## src/rtl/mem_stage_ctrl.sv

```systemverilog
// MEM-stage controller: runs data-memory accesses over a req/ack handshake,
// stalls the front of the pipeline while an access is pending, and loads MEM/WB.
module mem_stage_ctrl #(
    parameter int unsigned TIMEOUT = 16
) (
    input  logic        clk,
    input  logic        rst,
    input  logic        valid_MEM,
    input  logic [31:0] ALU_MEM,
    input  logic [31:0] dato_B_MEM,
    input  logic [4:0]  rd_MEM,
    input  logic [4:0]  rt_MEM,
    input  logic        Mux_flag_3_MEM,
    input  logic        mem_flag_rd_MEM,
    input  logic        mem_flag_wr_MEM,
    input  logic        banco_flag_wr_MEM,
    output logic        dmem_req,
    output logic        dmem_we,
    output logic [31:0] dmem_addr,
    output logic [31:0] dmem_wdata,
    input  logic        dmem_ack,
    input  logic [31:0] dmem_rdata,
    output logic        stall_out,
    output logic        valid_WB,
    output logic [31:0] ALU_WB,
    output logic [31:0] dato_mem_WB,
    output logic [4:0]  rd_WB,
    output logic [4:0]  rt_WB,
    output logic        Mux_flag_3_WB,
    output logic        banco_flag_wr_WB,
    output logic        misalign_err,
    output logic        timeout_err
);

    localparam int unsigned CW = (TIMEOUT > 1) ? $clog2(TIMEOUT) : 1;

    typedef enum logic {IDLE, REQ} state_t;

    state_t        state, state_nxt;
    logic [CW-1:0] cnt, cnt_nxt;

    logic        is_mem, aligned, acc, is_load, misalign;
    logic        wb_load, wb_banco, set_mis, set_to;
    logic [31:0] wb_dato;

    // A set write flag takes priority, so rd+wr together is a store.
    assign is_mem   = valid_MEM & (mem_flag_rd_MEM | mem_flag_wr_MEM);
    assign aligned  = (ALU_MEM[1:0] == 2'b00);
    assign acc      = is_mem & aligned;
    assign misalign = is_mem & ~aligned;
    assign is_load  = mem_flag_rd_MEM & ~mem_flag_wr_MEM;

    // Memory port is quiet outside REQ; address/data come from the held EX/MEM slot.
    assign dmem_req   = (state == REQ);
    assign dmem_we    = dmem_req & mem_flag_wr_MEM;
    assign dmem_addr  = dmem_req ? ALU_MEM : 32'h0;
    assign dmem_wdata = dmem_req ? dato_B_MEM : 32'h0;

    always_ff @(posedge clk) begin
        if (rst) begin
            state <= IDLE;
            cnt   <= '0;
        end else begin
            state <= state_nxt;
            cnt   <= cnt_nxt;
        end
    end

    always_comb begin
        state_nxt = state;
        cnt_nxt   = cnt;
        stall_out = 1'b0;
        wb_load   = 1'b0;
        wb_banco  = banco_flag_wr_MEM;
        wb_dato   = 32'h0;
        set_mis   = 1'b0;
        set_to    = 1'b0;
        case (state)
            IDLE: begin
                if (acc) begin
                    stall_out = 1'b1;
                    state_nxt = REQ;
                    cnt_nxt   = '0;
                end else begin
                    wb_load = 1'b1;
                    if (misalign) begin
                        wb_banco = 1'b0;
                        set_mis  = 1'b1;
                    end
                end
            end
            REQ: begin
                cnt_nxt = cnt + CW'(1);
                // Ack in the timeout cycle still completes the access.
                if (dmem_ack) begin
                    wb_load   = 1'b1;
                    wb_dato   = is_load ? dmem_rdata : 32'h0;
                    state_nxt = IDLE;
                end else if (cnt == CW'(TIMEOUT - 1)) begin
                    set_to    = 1'b1;
                    state_nxt = IDLE;
                end else begin
                    stall_out = 1'b1;
                end
            end
            default: state_nxt = IDLE;
        endcase
    end

    // MEM/WB register: either the EX/MEM slot or a bubble every cycle.
    always_ff @(posedge clk) begin
        if (rst) begin
            valid_WB         <= 1'b0;
            ALU_WB           <= 32'h0;
            dato_mem_WB      <= 32'h0;
            rd_WB            <= 5'h0;
            rt_WB            <= 5'h0;
            Mux_flag_3_WB    <= 1'b0;
            banco_flag_wr_WB <= 1'b0;
            misalign_err     <= 1'b0;
            timeout_err      <= 1'b0;
        end else begin
            if (wb_load) begin
                valid_WB         <= valid_MEM;
                ALU_WB           <= ALU_MEM;
                dato_mem_WB      <= wb_dato;
                rd_WB            <= rd_MEM;
                rt_WB            <= rt_MEM;
                Mux_flag_3_WB    <= Mux_flag_3_MEM;
                banco_flag_wr_WB <= wb_banco;
            end else begin
                valid_WB         <= 1'b0;
                ALU_WB           <= 32'h0;
                dato_mem_WB      <= 32'h0;
                rd_WB            <= 5'h0;
                rt_WB            <= 5'h0;
                Mux_flag_3_WB    <= 1'b0;
                banco_flag_wr_WB <= 1'b0;
            end
            if (set_mis) misalign_err <= 1'b1;
            if (set_to)  timeout_err  <= 1'b1;
        end
    end

endmodule
```

## config.mk

```make
export PLATFORM = sky130hd
export DESIGN_NAME = mem_stage_ctrl
export DESIGN_NICKNAME = d
export VERILOG_FILES = /design/src/rtl/mem_stage_ctrl.sv
export SDC_FILE = /design/constraint.sdc
export NUM_CORES = 1
export LEC_CHECK = 0
export CAP_MARGIN = 30
export CORE_ASPECT_RATIO = 0.7
export CORE_UTILIZATION = 33
export DETAILED_ROUTE_END_ITERATION = 6
export PLACE_DENSITY = 0.85
export SETUP_SLACK_MARGIN = 0.1
export SLEW_MARGIN = 40
export SYNTH_ARGS = -nofsm -noshare
export SYNTH_HDL_FRONTEND = slang
export SYNTH_SLANG_ARGS = --single-unit
```

## constraint.sdc

```tcl
create_clock -name clk -period 4.34 [get_ports clk]
set_clock_uncertainty 0.15 [all_clocks]
set_input_delay 0.651 -clock clk [delete_from_list [all_inputs] [get_ports clk]]
set_output_delay 0.651 -clock clk [all_outputs]
set_load 0.02 [all_outputs]
```

==> results of run 1 <==
## stage by stage
step	power, mW	cells
2_1_floorplan	0.920	273
3_3_place_gp	1.10	638
3_5_place_dp	1.10	638
4_1_cts	1.82	653
5_1_grt	1.87	653
6_report	1.80	653
## worst register-to-register path, cell delays in order, from the launching register on
cell	delay (ns)
dfxtp_4	0.71
nor2b_1	0.24
a311oi_4	0.29
buf_4	0.36
and2_1	0.19
## area by class of cell
class                   count  area (um^2)  area share
well taps                 120          150      0.0258
flip-flops and latches     84         1690       0.289
clock inverters             4         32.5     0.00558
multi-input cells         172         1100       0.188
repair buffers            261         2610       0.447
inverters                   1         3.75    0.000644
clock buffers              11          254      0.0436
## Yosys cell counts, drive strengths merged, types with 2 or more instances
library cell	instances
clkbuf	11
nor2b	2
nor3	3
nor2	6
buf	5
nand2	2
dfxtp	84
and3	2
or2	2
and2	141
## where the power goes
group,switching (mW),internal [mW],total [mW]
registers,0.0115,0.798,0.809
clock network,0.291,0.422,0.713
logic,0.101,0.173,0.275
## sequential cells by signal, indices dropped and copies added, names as in the netlist, 4 cells and up
| name | cells |
|---|---|
| ALU_WB | 32 |
| rt_WB | 5 |
| dato_mem_WB | 32 |
| rd_WB | 5 |
| cnt | 4 |
## path summary, 6_finish.rpt
kind / endpoint / slack, ns / depth (start not counted)
worst max register to register: rd_WB[0]$_SDFF_PP0_ / 2.35 / 4
worst max-delay path: stall_out / 1.14 / 5
worst min register to register: misalign_err$_SDFFE_PP0P_ / 0.32 / 2
worst min-delay path: misalign_err$_SDFFE_PP0P_ / 0.32 / 2
## logic make-up after synthesis
logic type | count (synthesis) | synth area share
muxes | 1 | 0.00348
adders and majority gates | 1 | 0.00435
xor gates and xnor gates | 2 | 0.00609
buffers and inverters | 17 | 0.0352
AOI/OAI and AO/OA | 5 | 0.0191
and+or+nand+nor | 163 | 0.348
DFF | 84 | 0.584
## per-layer routing
metal	GRT usage	up-vias	part of all wire
met5	0	-	0
met4	0.0316	0	0.0059
met3	0.0619	5	0.066
met2	0.365	125	0.55
met1	0.177	1210	0.38
li1	-	1348	-
==> impl_metrics.ini, run 1 <==
[critical_path]
path_class = input pin to primary output
worstSetupEndpointType = primary output
cp.required_ns = 3.54
cp_data_arrival_time_ns = 2.40
crit_chain = clkdlybuf4s50_1 > nor2b_1 > a32oi_1 > inv_1 > clkdlybuf4s50_1
regToRegStartpoint = dmem_req$_SDFF_PP0_
startpoint_type = input pin
cpMaxStageDelayCell = clkdlybuf4s50_1
critPathLaunch = valid_MEM
crit_top_cell = clkdlybuf4s50_1
cp_num_buf_inv = 3
max_stage_delay_ns = 0.62
cp_top_family = buffers and inverters
worstPathMaxFanout = 5

[final_layout]
fillCellCount = 628
final_area_um2 = 5830
post-route-util = 0.690
final_cell_mix = 259 x clkdlybuf4s50_1, 141 x and2_1, 83 x dfxtp_1
layout.nets = 644
antennaDiodeCount = 0
layout_commonest_cell = clkdlybuf4s50_1
synthToLayoutAreaGrowth_pct = 102
layout-drive-gt1-share = 0.0375

[logic_synthesis]
synth_seq_cells = 84
synth_cells = 273
ys_top_cells_by_area = dfxtp_1 58%, and2_1 31%, buf_6 2.0%
syn_avg_cell_area_um2 = 10.5
yosysTopAreaCellShare = 0.584
yosysTopAreaCell = dfxtp_1
ys.flop_type = dfxtp_1
yosysWarnings = 0
synth.distinct_cells = 26
synth_edf_count = 0
ys_async_sr_fraction = 0
synth_nets = 388
netlist_area_um2 = 2880
yosysSeqAreaShare = 0.584

[grt]
overflow = 0
grt_pass1_vias = 2584
grt_first_pass_wirelength_um = 12600
grt_use_total = 0.180
grt_max_degree = 74
antenna_found_initial = 0

[routing]
ant_nets = 0
dr.pass1.iters = 5
drtIter0Drc = 106
vias_per_cell = 4.12
drc = 0
dr_total_vias = 2688
wl_per_cell_um = 13.2
wl_um = 8620

[power_and_ir_drop]
peakVddDrop_uv = 173
power_density_nw_per_um2 = 308
p_leak_nw = 2.27

[timing]
hold_violations = 0
drv_slew = 0
setup_viol_count_final = 0
post-route-period-util = 0.737
slew_headroom = 0.626
holdWs_ns = 0.317
max_slew.worst_pin.slew_ns = 0.561
rsz0062_at_grt = false
setup_tns_ns = 0
finalWorstSetupSlack_ns = 1.14
fmax_mhz = 313
fin_crit_ns = 3.20

[floorplanning]
die_w_um = 114
start_util = 0.341
die-area_um2 = 9110
die_h_um = 80.1
rows = 28
core-area_um2 = 8440
ioPinCount = 260

[clocking]
postCtsSetupBuffers = 0
root_buffer = clkbuf_16
numCtsBuffers = 9
ctsResizeCount = 0
cts_tree = done
cts_hold_buf = 0
clk_pin_slew_worst_paths_ns = 0.06
h-tree-depth = 3
cts_buffer_depth = 2
cts_sinks = 84
clk_latency_ns = 0.32

[place]
pre_cts_ws_ns = 1.15
io_buffer_count = 259
place_hpwl_um = 6900
place.gp.congestion = 0.768
place_area_um2 = 5540

[run]
cap_violations = 0

[hold_path]
hold_class = flip-flop to flip-flop
hp-start = misalign_err$_SDFFE_PP0P_

[status]
status = completed
Power figures use the tool's default switching activity.
==> run 2, diff against run 1 <==
--- a/config.mk
+++ b/config.mk
@@ -7,9 +7,9 @@
 export LEC_CHECK = 0
 export CAP_MARGIN = 30
 export CORE_ASPECT_RATIO = 0.7
-export CORE_UTILIZATION = 33
+export CORE_UTILIZATION = 28
 export DETAILED_ROUTE_END_ITERATION = 6
-export PLACE_DENSITY = 0.85
+export PLACE_DENSITY = 0.77
 export SETUP_SLACK_MARGIN = 0.1
 export SLEW_MARGIN = 40
 export SYNTH_ARGS = -nofsm -noshare
==> constraint.sdc (replaced) <==
create_clock -name clk -period 2.9 [get_ports clk]
set_clock_uncertainty 0.15 [all_clocks]
set_input_delay 0.435 -clock clk [delete_from_list [all_inputs] [get_ports clk]]
set_output_delay 0.435 -clock clk [all_outputs]
set_load 0.02 [all_outputs]
==> impl_metrics.ini, run 2 (synthesis results as in run 1) <==
[timing]
setup_viol_count_final = 0
fin_crit_ns = 2.63
rsz0062_at_grt = false
setup_tns_ns = 0
drv_slew = 0
post-route-period-util = 0.905
slew_headroom = 0.710
max_slew.worst_pin.slew_ns = 0.434
finalWorstSetupSlack_ns = 0.274
fmax_mhz = 381
hold_violations = 0

[critical_path]
crit_top_cell = clkdlybuf4s50_1
worstPathMaxFanout = 5
cpMaxStageDelayCell = clkdlybuf4s50_1
startpoint_type = input pin
crit_chain = clkdlybuf4s50_1 > or2_4 > a32oi_1 > inv_1 > clkdlybuf4s50_1
cp_data_arrival_time_ns = 2.04
cp.required_ns = 2.32
worstSetupEndpointType = primary output
cp_num_buf_inv = 3
max_stage_delay_ns = 0.55
path_class = input pin to primary output
cp_top_family = buffers and inverters
r2r_slack_ns = 1.21

[final_layout]
ff_latch_area_um2 = 1680
final_area_um2 = 5930
synthToLayoutAreaGrowth_pct = 106
final_cell_mix = 259 x clkdlybuf4s50_1, 141 x and2_1, 83 x dfxtp_1
layout.nets = 649
layout_commonest_cell = clkdlybuf4s50_1
antennaDiodeCount = 0
fillCellCount = 806
reg_top3 = ALU_WB x32, dato_mem_WB x32
multi_input_area_um2 = 1100
layout-drive-gt1-share = 0.0501

[status]
status = completed

[power_and_ir_drop]
peakVddDrop_uv = 245
internal-power_mw = 2.24
power_density_nw_per_um2 = 484
p_leak_nw = 2.32
power_frac_comb = 0.147
finalPower_mw = 2.87
p_clk_frac = 0.432
seqPwrFrac = 0.421
p_switching_uw = 626
netSwitchingFraction = 0.218

[routing]
drc = 0
wl_met1_um = 3250
route.met3.wl_um = 729
dr.pass1.iters = 4
dr_wl_met2_um = 4770
wl_um = 8810
top_layer = met4
drtIter0Drc = 55
ant_nets = 0
dr_total_vias = 2681
vias_per_cell = 4.02
wl_per_cell_um = 13.2

[clocking]
cts_buffer_depth = 2
clk_pin_slew_worst_paths_ns = 0.06
clk_latency_ns = 0.32
cts_sinks = 84
ctsResizeCount = 0
postCtsSetupBuffers = 0
root_buffer = clkbuf_16
cts_hold_buf = 0
cts_tree = done
numCtsBuffers = 9
h-tree-depth = 3

[place]
pre_cts_ws_ns = 0.282
io_buffer_count = 259
place_area_um2 = 5600
place.gp.congestion = 0.787
place_hpwl_um = 7090

[grt]
grt_first_pass_wirelength_um = 13100
grt_use_total = 0.162
overflow = 0
grt_max_degree = 43
antenna_found_initial = 0
grt_pass1_vias = 2719

[floorplanning]
ioPinCount = 260
start_util = 0.293
core-area_um2 = 9830
rows = 30
die-area_um2 = 10700
die_h_um = 86.8
die_w_um = 123

[run]
cap_violations = 0

[hold_path]
hold_class = flip-flop to flip-flop
[run 2: power groups by stage]
stage               Sequential, mW  Combinational, mW  Clock [mW]
floorplan                     1.28             0.0943           0
detailed placement            1.23              0.425           0
CTS                           1.21              0.428        1.28
finish                        1.21              0.422        1.24
global placement              1.23              0.421           0
global route                  1.21              0.450        1.34
[run 2: metal layers]
layer | up-vias | track usage
met3 | 5 | 0.0566
met2 | 133 | 0.312
met1 | 1182 | 0.165
met4 | 0 | 0.0471
met5 | - | 0
li1 | 1361 | -
[run 2: cell type report]
class / instances / area share
Timing Repair Buffer: 266 / 0.448
Sequential cell: 84 / 0.284
Multi-Input combinational cell: 172 / 0.185
Clock buffer: 10 / 0.0403
Tap cell: 128 / 0.0270
Clock inverter: 6 / 0.0158
Inverter: 1 / 0.000633
[run 2: path summary, 6_finish.rpt]
kind                                 start                  endpoint  cells after the start
setup / recovery           mem_flag_wr_MEM                 stall_out                      5
hold / removal    timeout_err$_SDFFE_PP0P_  timeout_err$_SDFFE_PP0P_                      2
setup reg to reg       dmem_req$_SDFF_PP0_     ALU_WB[10]$_SDFF_PP0_                      5
hold reg to reg   timeout_err$_SDFFE_PP0P_  timeout_err$_SDFFE_PP0P_                      2
[run 2: tightest hold or removal path, stage by stage, from the launching register on]
cell,delay (ns)
dfxtp_1,0.33
a41oi_1,0.05
nor2_1,0.08
[run 2: per-stage QoR]
stage          hold slack (ns)  std cells   util
2_1_floorplan            0.335        273      -
5_1_grt                  0.390        667  0.603
3_3_place_gp             0.326        651  0.569
6_report                 0.345        667  0.603
4_1_cts                  0.353        667  0.603
3_5_place_dp             0.333        651  0.569
==> RTL edit 1: new RTL, settings of run 2 <==
Change the parameter `TIMEOUT` from 16 to 32.
--- a/src/rtl/mem_stage_ctrl.sv
+++ b/src/rtl/mem_stage_ctrl.sv
@@ -3,3 +3,3 @@
 module mem_stage_ctrl #(
-    parameter int unsigned TIMEOUT = 16
+    parameter int unsigned TIMEOUT = 32
 ) (
Formal check against the unedited RTL: no difference found for any inputs over 10 cycles, from zero or initial values and one cycle with rst high; that may be too few to reach the edited logic, so the function may still have changed.
==> RTL edit 1 against run 2 <==
- first-iteration DRC count is 16% lower
- routed wire length is 4.1% higher
- final area is 0.19% higher
- total power is 3.2% lower
- sequential cell count is 1 higher
- clock power is 9% lower
- synthesized area is 1.3% higher
- setup slack better by 0.042 ns
- largest cell class unchanged
- highest routed layer unchanged
==> RTL edit 1: results (changes against run 2) <==
outcome:
  status: "completed"
critical_path:
  slowest_stage: "dfxtp_1"
  setup.worst_path.start: "cnt[0]"
  worstPathArrival_ns: 2.00  # -0.04 ns
  critical_path.max_stage_delay_ns: 0.34  # -0.21 ns
  cp_max_fo: 4  # -1
  cp_top_family: "simple AND/OR/NAND/NOR gates"
yosys:
  synthAdderAreaFrac_pct: 0.858  # +0.42 points
  synth_compound_area_share_pct: 3.00  # +1.1 points
  synth_area_leaders: "dfxtp_1 58%, and2_1 30%, clkbuf_1 1.4%"
  synth.top_cells.by_count: "141 x and2_1, 85 x dfxtp_1, 11 x clkbuf_1"
  synth.net_count: 394  # +1.5%
  synth.yosys.seq_area_share_pct: 58.3  # -0.090 points
timing:
  slew_headroom_pct: 63.1  # -7.8 points
hold_path:
  min_path_cells: 1  # -1
  worstHoldStart: "misalign_err"
place:
  hpwl_mm: 7.17  # +1.2%
  gp_congestion: 0.729  # -7.3%
power_and_ir_drop:
  peakVddDrop_uv: 302  # +23%
  power_uw: 2780  # -3.2%
global_routing:
  grtUsageTotal_pct: 16.4  # +0.16 points
  grt_max_degree: 75  # +74%
drt:
  wire_per_inst_um: 13.7  # +3.9%
  drt_iter0_drc: 46  # -16%
  vias: 2730  # +1.8%
cells_and_area:
  num-fill-cells: 822  # +2.0%
  drive_gt1_share_pct: 5.00  # -0.0093 points
  final_net_count: 652  # +0.46%
-- RTL edit 1: changes by cell type after synthesis, sizes merged, moves of 2 or more --
| cell | before | now |
|---|---|---|
| nor2 | 6 | 3 |
| a21oi | 0 | 3 |
| buf | 5 | 2 |
| nor4 | 0 | 2 |
| clkbuf | 11 | 15 |
| o21ba | 0 | 2 |
-- RTL edit 1: path summary, 6_finish.rpt --
path	endpoint	slack, ns
hold / removal	misalign_err	0.35
setup / recovery	stall_out	0.32
setup reg to reg	banco_flag_wr_WB	0.99
hold reg to reg	misalign_err	0.35
-- RTL edit 1: area by class of cell --
type / count / area (um^2) / area share (%)
repair buffers: 264 / 2630 / 44.2
flip-flops and latches: 85 / 1700 / 28.6
multi-input cells: 175 / 1150 / 19.4
clock buffers: 9 / 225 / 3.79
well taps: 128 / 160 / 2.69
clock inverters: 6 / 72.6 / 1.22
inverters: 1 / 3.75 / 0.0631
-- RTL edit 1: cells by family after synthesis --
family	count (synthesis)
DFF	85
AOI/OAI and AO/OA	10
buffers and inverters	18
muxes	2
adders and majority gates	2
and+or+nand+nor	161
-- RTL edit 1: metrics by stage --
step	area (um^2)	cells	setup slack [ns]	utilization, %
2_1_floorplan	2920	278	0.917	-
3_3_place_gp	5650	653	0.149	57.0
3_5_place_dp	5650	653	0.142	57.0
4_1_cts	5940	668	0.309	60.0
5_1_grt	5940	668	0.166	60.0
6_report	5940	668	0.316	60.0
-- RTL edit 1: power breakdown --
group          internal, uW  leakage, uW  switching [uW]
Clock                   670     0.000136             456
Sequential             1210     0.000697            10.8
Combinational           263      0.00149             166
Total                  2140      0.00232             634
-- RTL edit 1: per-layer routing --
layer  part of all wire (%)  track usage (%)
met1                     40             18.3
met4                   0.85             4.76
met3                    9.6             6.61
met2                     49             28.7
met5                      0                0
-- RTL edit 1: timing repair --
item                                    CTS  global route
gates resized for setup                   1             0
endpoints found under the setup margin    1             0
hold buffers                              0             0
==> RTL edit 2: new RTL, settings of run 2 <==
Without the edit above. Register the output `timeout_err` once more, cleared by the reset; this adds one clock of latency there. The other outputs are not delayed to match.
--- a/src/rtl/mem_stage_ctrl.sv
+++ b/src/rtl/mem_stage_ctrl.sv
@@ -37,2 +37,4 @@
     typedef enum logic {IDLE, REQ} state_t;
+
+    logic timeout_err_s0;
 
@@ -120,3 +122,3 @@
             misalign_err     <= 1'b0;
-            timeout_err      <= 1'b0;
+            timeout_err_s0   <= 1'b0;
         end else begin
@@ -140,3 +142,11 @@
             if (set_mis) misalign_err <= 1'b1;
-            if (set_to)  timeout_err  <= 1'b1;
+            if (set_to)  timeout_err_s0 <= 1'b1;
+        end
+    end
+
+    always_ff @(posedge clk) begin
+        if (rst) begin
+            timeout_err <= '0;
+        end else begin
+            timeout_err <= timeout_err_s0;
         end
Behaviour: same outputs for any inputs over 10 cycles, from zero or initial values and one cycle with rst high; that may be too few to reach the edited logic, so the function may still have changed.
==> RTL edit 2 against run 2 <==
- critical path depth unchanged
- routed wire length grew 1.0%
- total power fell by 2.5%
- final area is 0.36% lower
- hold slack lost 0.022 ns
- synthesized area is 0.91% higher
- utilization decreased by 0.44 points
- sequential cell count up 1
- clock power shrank 7%
- setup slack improved by 0.053 ns
- critical path type unchanged
==> RTL edit 2: results (changes against run 2) <==
clocking:
  h-tree-depth: 3  # unchanged
  post_cts_buffers: 0  # unchanged
  clk_latency_ns: 0.33
  clockRootBuffer: "clkbuf_16"
  cts_buffers: 9  # unchanged
  path_clk_slew_ns: 0.06  # about the same
  clockBufferDepth: 2  # unchanged
  ctsResizeCount: 0  # unchanged
cells_and_area:
  antenna_cells: 0  # unchanged
  num-fill-cells: 810  # +0.50%
  final_net_count: 650  # +0.15%
  top_regs: "ALU_WB x32, dato_mem_WB x32"
  drive_gt1_share_pct: 4.81  # -0.19 points
  instances_no_fill: 668  # +0.15%
  stdcell_area_um2: 5910  # -0.36%
hold_path:
  hp-class: "reg -> reg"
yosys:
  synth.yosys.seq_area_share_pct: 58.6  # +0.16 points
  synth_area_leaders: "dfxtp_1 59%, and2_1 30%, buf_6 1.9%"
  dominantRegCellSynth: "dfxtp_1"
  synth.net_count: 390  # +0.52%
  syn_inst: 275  # +0.73%
  synth.distinct_cells: 26  # unchanged
  synth_warnings: 0  # unchanged
  synth.top_cells.by_count: "141 x and2_1, 85 x dfxtp_1, 11 x clkbuf_1"
  async_flop_share_pct: 0  # unchanged
timing:
  worst_pin_slew_ns: 0.472  # +0.0386 ns
global_routing:
  grt_max_degree: 68  # +58%
  grtUsageTotal_pct: 16.2  # about the same
  grt_pass1_wl_mm: 13.2  # +0.37%
  antenna_found_initial: 0  # unchanged
place:
  numPortBuffers: 259  # unchanged
  gp_congestion: 0.727  # -7.6%
  hpwl_mm: 7.15  # +0.87%
  dpl-instance-area_um2: 5610  # +0.11%
drt:
  drt_iter0_drc: 61  # +11%
  wire_per_inst_um: 13.3  # +0.87%
  vias: 2720  # +1.5%
  dr.pass1.iters: 4  # unchanged
critical_path:
  worstPathArrival_ns: 1.99  # -0.05 ns
  cp_max_fo: 5  # unchanged
outcome:
  status: "completed"
power_and_ir_drop:
  peakVddDrop_uv: 264  # +7.7%
  p_leak_uw: 0.00232  # -0.38%
run:
  max_cap_violations: 0  # unchanged
RTL edit 2: changes by cell type in the layout (fill, tap and decap cells not counted), sizes merged:
cell / change
buf: -1
dfxtp: +1
bufinv: -1
clkbuf: -1
nor2b: +1
inv: +2
RTL edit 2: power breakdown:
part           leakage (uW)  switching, uW  internal (uW)
combinational       0.00147            160            262
sequential         0.000697           11.2           1210
clock              0.000149            474            680
total               0.00232            646           2150
RTL edit 2: layer usage:
layer	wire length (um)	up-vias	share of wire [%]	global-route usage, %
met1	3230	1202	36	16.3
met5	0	-	0	0
met4	94	0	1.1	4.60
met2	4760	140	53	31.4
li1	-	1368	-	-
met3	810	10	9.1	5.63
RTL edit 2: cell type report:
class,count,share of cell area (%)
Timing Repair Buffer,265,44.6
Multi-Input combinational cell,173,18.6
Inverter,1,0.0635
Clock inverter,7,1.35
Clock buffer,9,3.81
Tap cell,128,2.71
Sequential cell,85,28.8
RTL edit 2: cell families after synthesis:
family,count (synthesis),share of synthesized area (%)
compound gates,5,1.90
simple gates,164,34.7
fa+ha+maj,1,0.431
xor+xnor,2,0.603
flops,85,58.6
mux,1,0.345
buf+inv,17,3.49
RTL edit 2: worst paths after layout:
check / startpoint / endpoint / slack, ns / depth (start not counted)
worst max-delay path: mem_flag_wr_MEM / stall_out / 0.33 / 5
worst min-delay path: timeout_err_s0 / timeout_err / 0.32 / 1
worst max register to register: dmem_req / rd_WB[4] / 1.24 / 5
worst min register to register: timeout_err_s0 / timeout_err / 0.32 / 1
RTL edit 2: worst max-delay path, stage by stage:
cell and delay (ns):
clkdlybuf4s50_1 0.42, or2_4 0.29, a32oi_1 0.24, inv_1 0.06
clkdlybuf4s50_1 0.54
RTL edit 2: per-stage QoR:
step	worst slack, ns	total power [uW]
3_3_place_gp	0.322	1670
4_1_cts	0.265	2840
5_1_grt	0.155	2920
6_report	0.328	2800
2_1_floorplan	0.995	1390
3_5_place_dp	0.328	1670
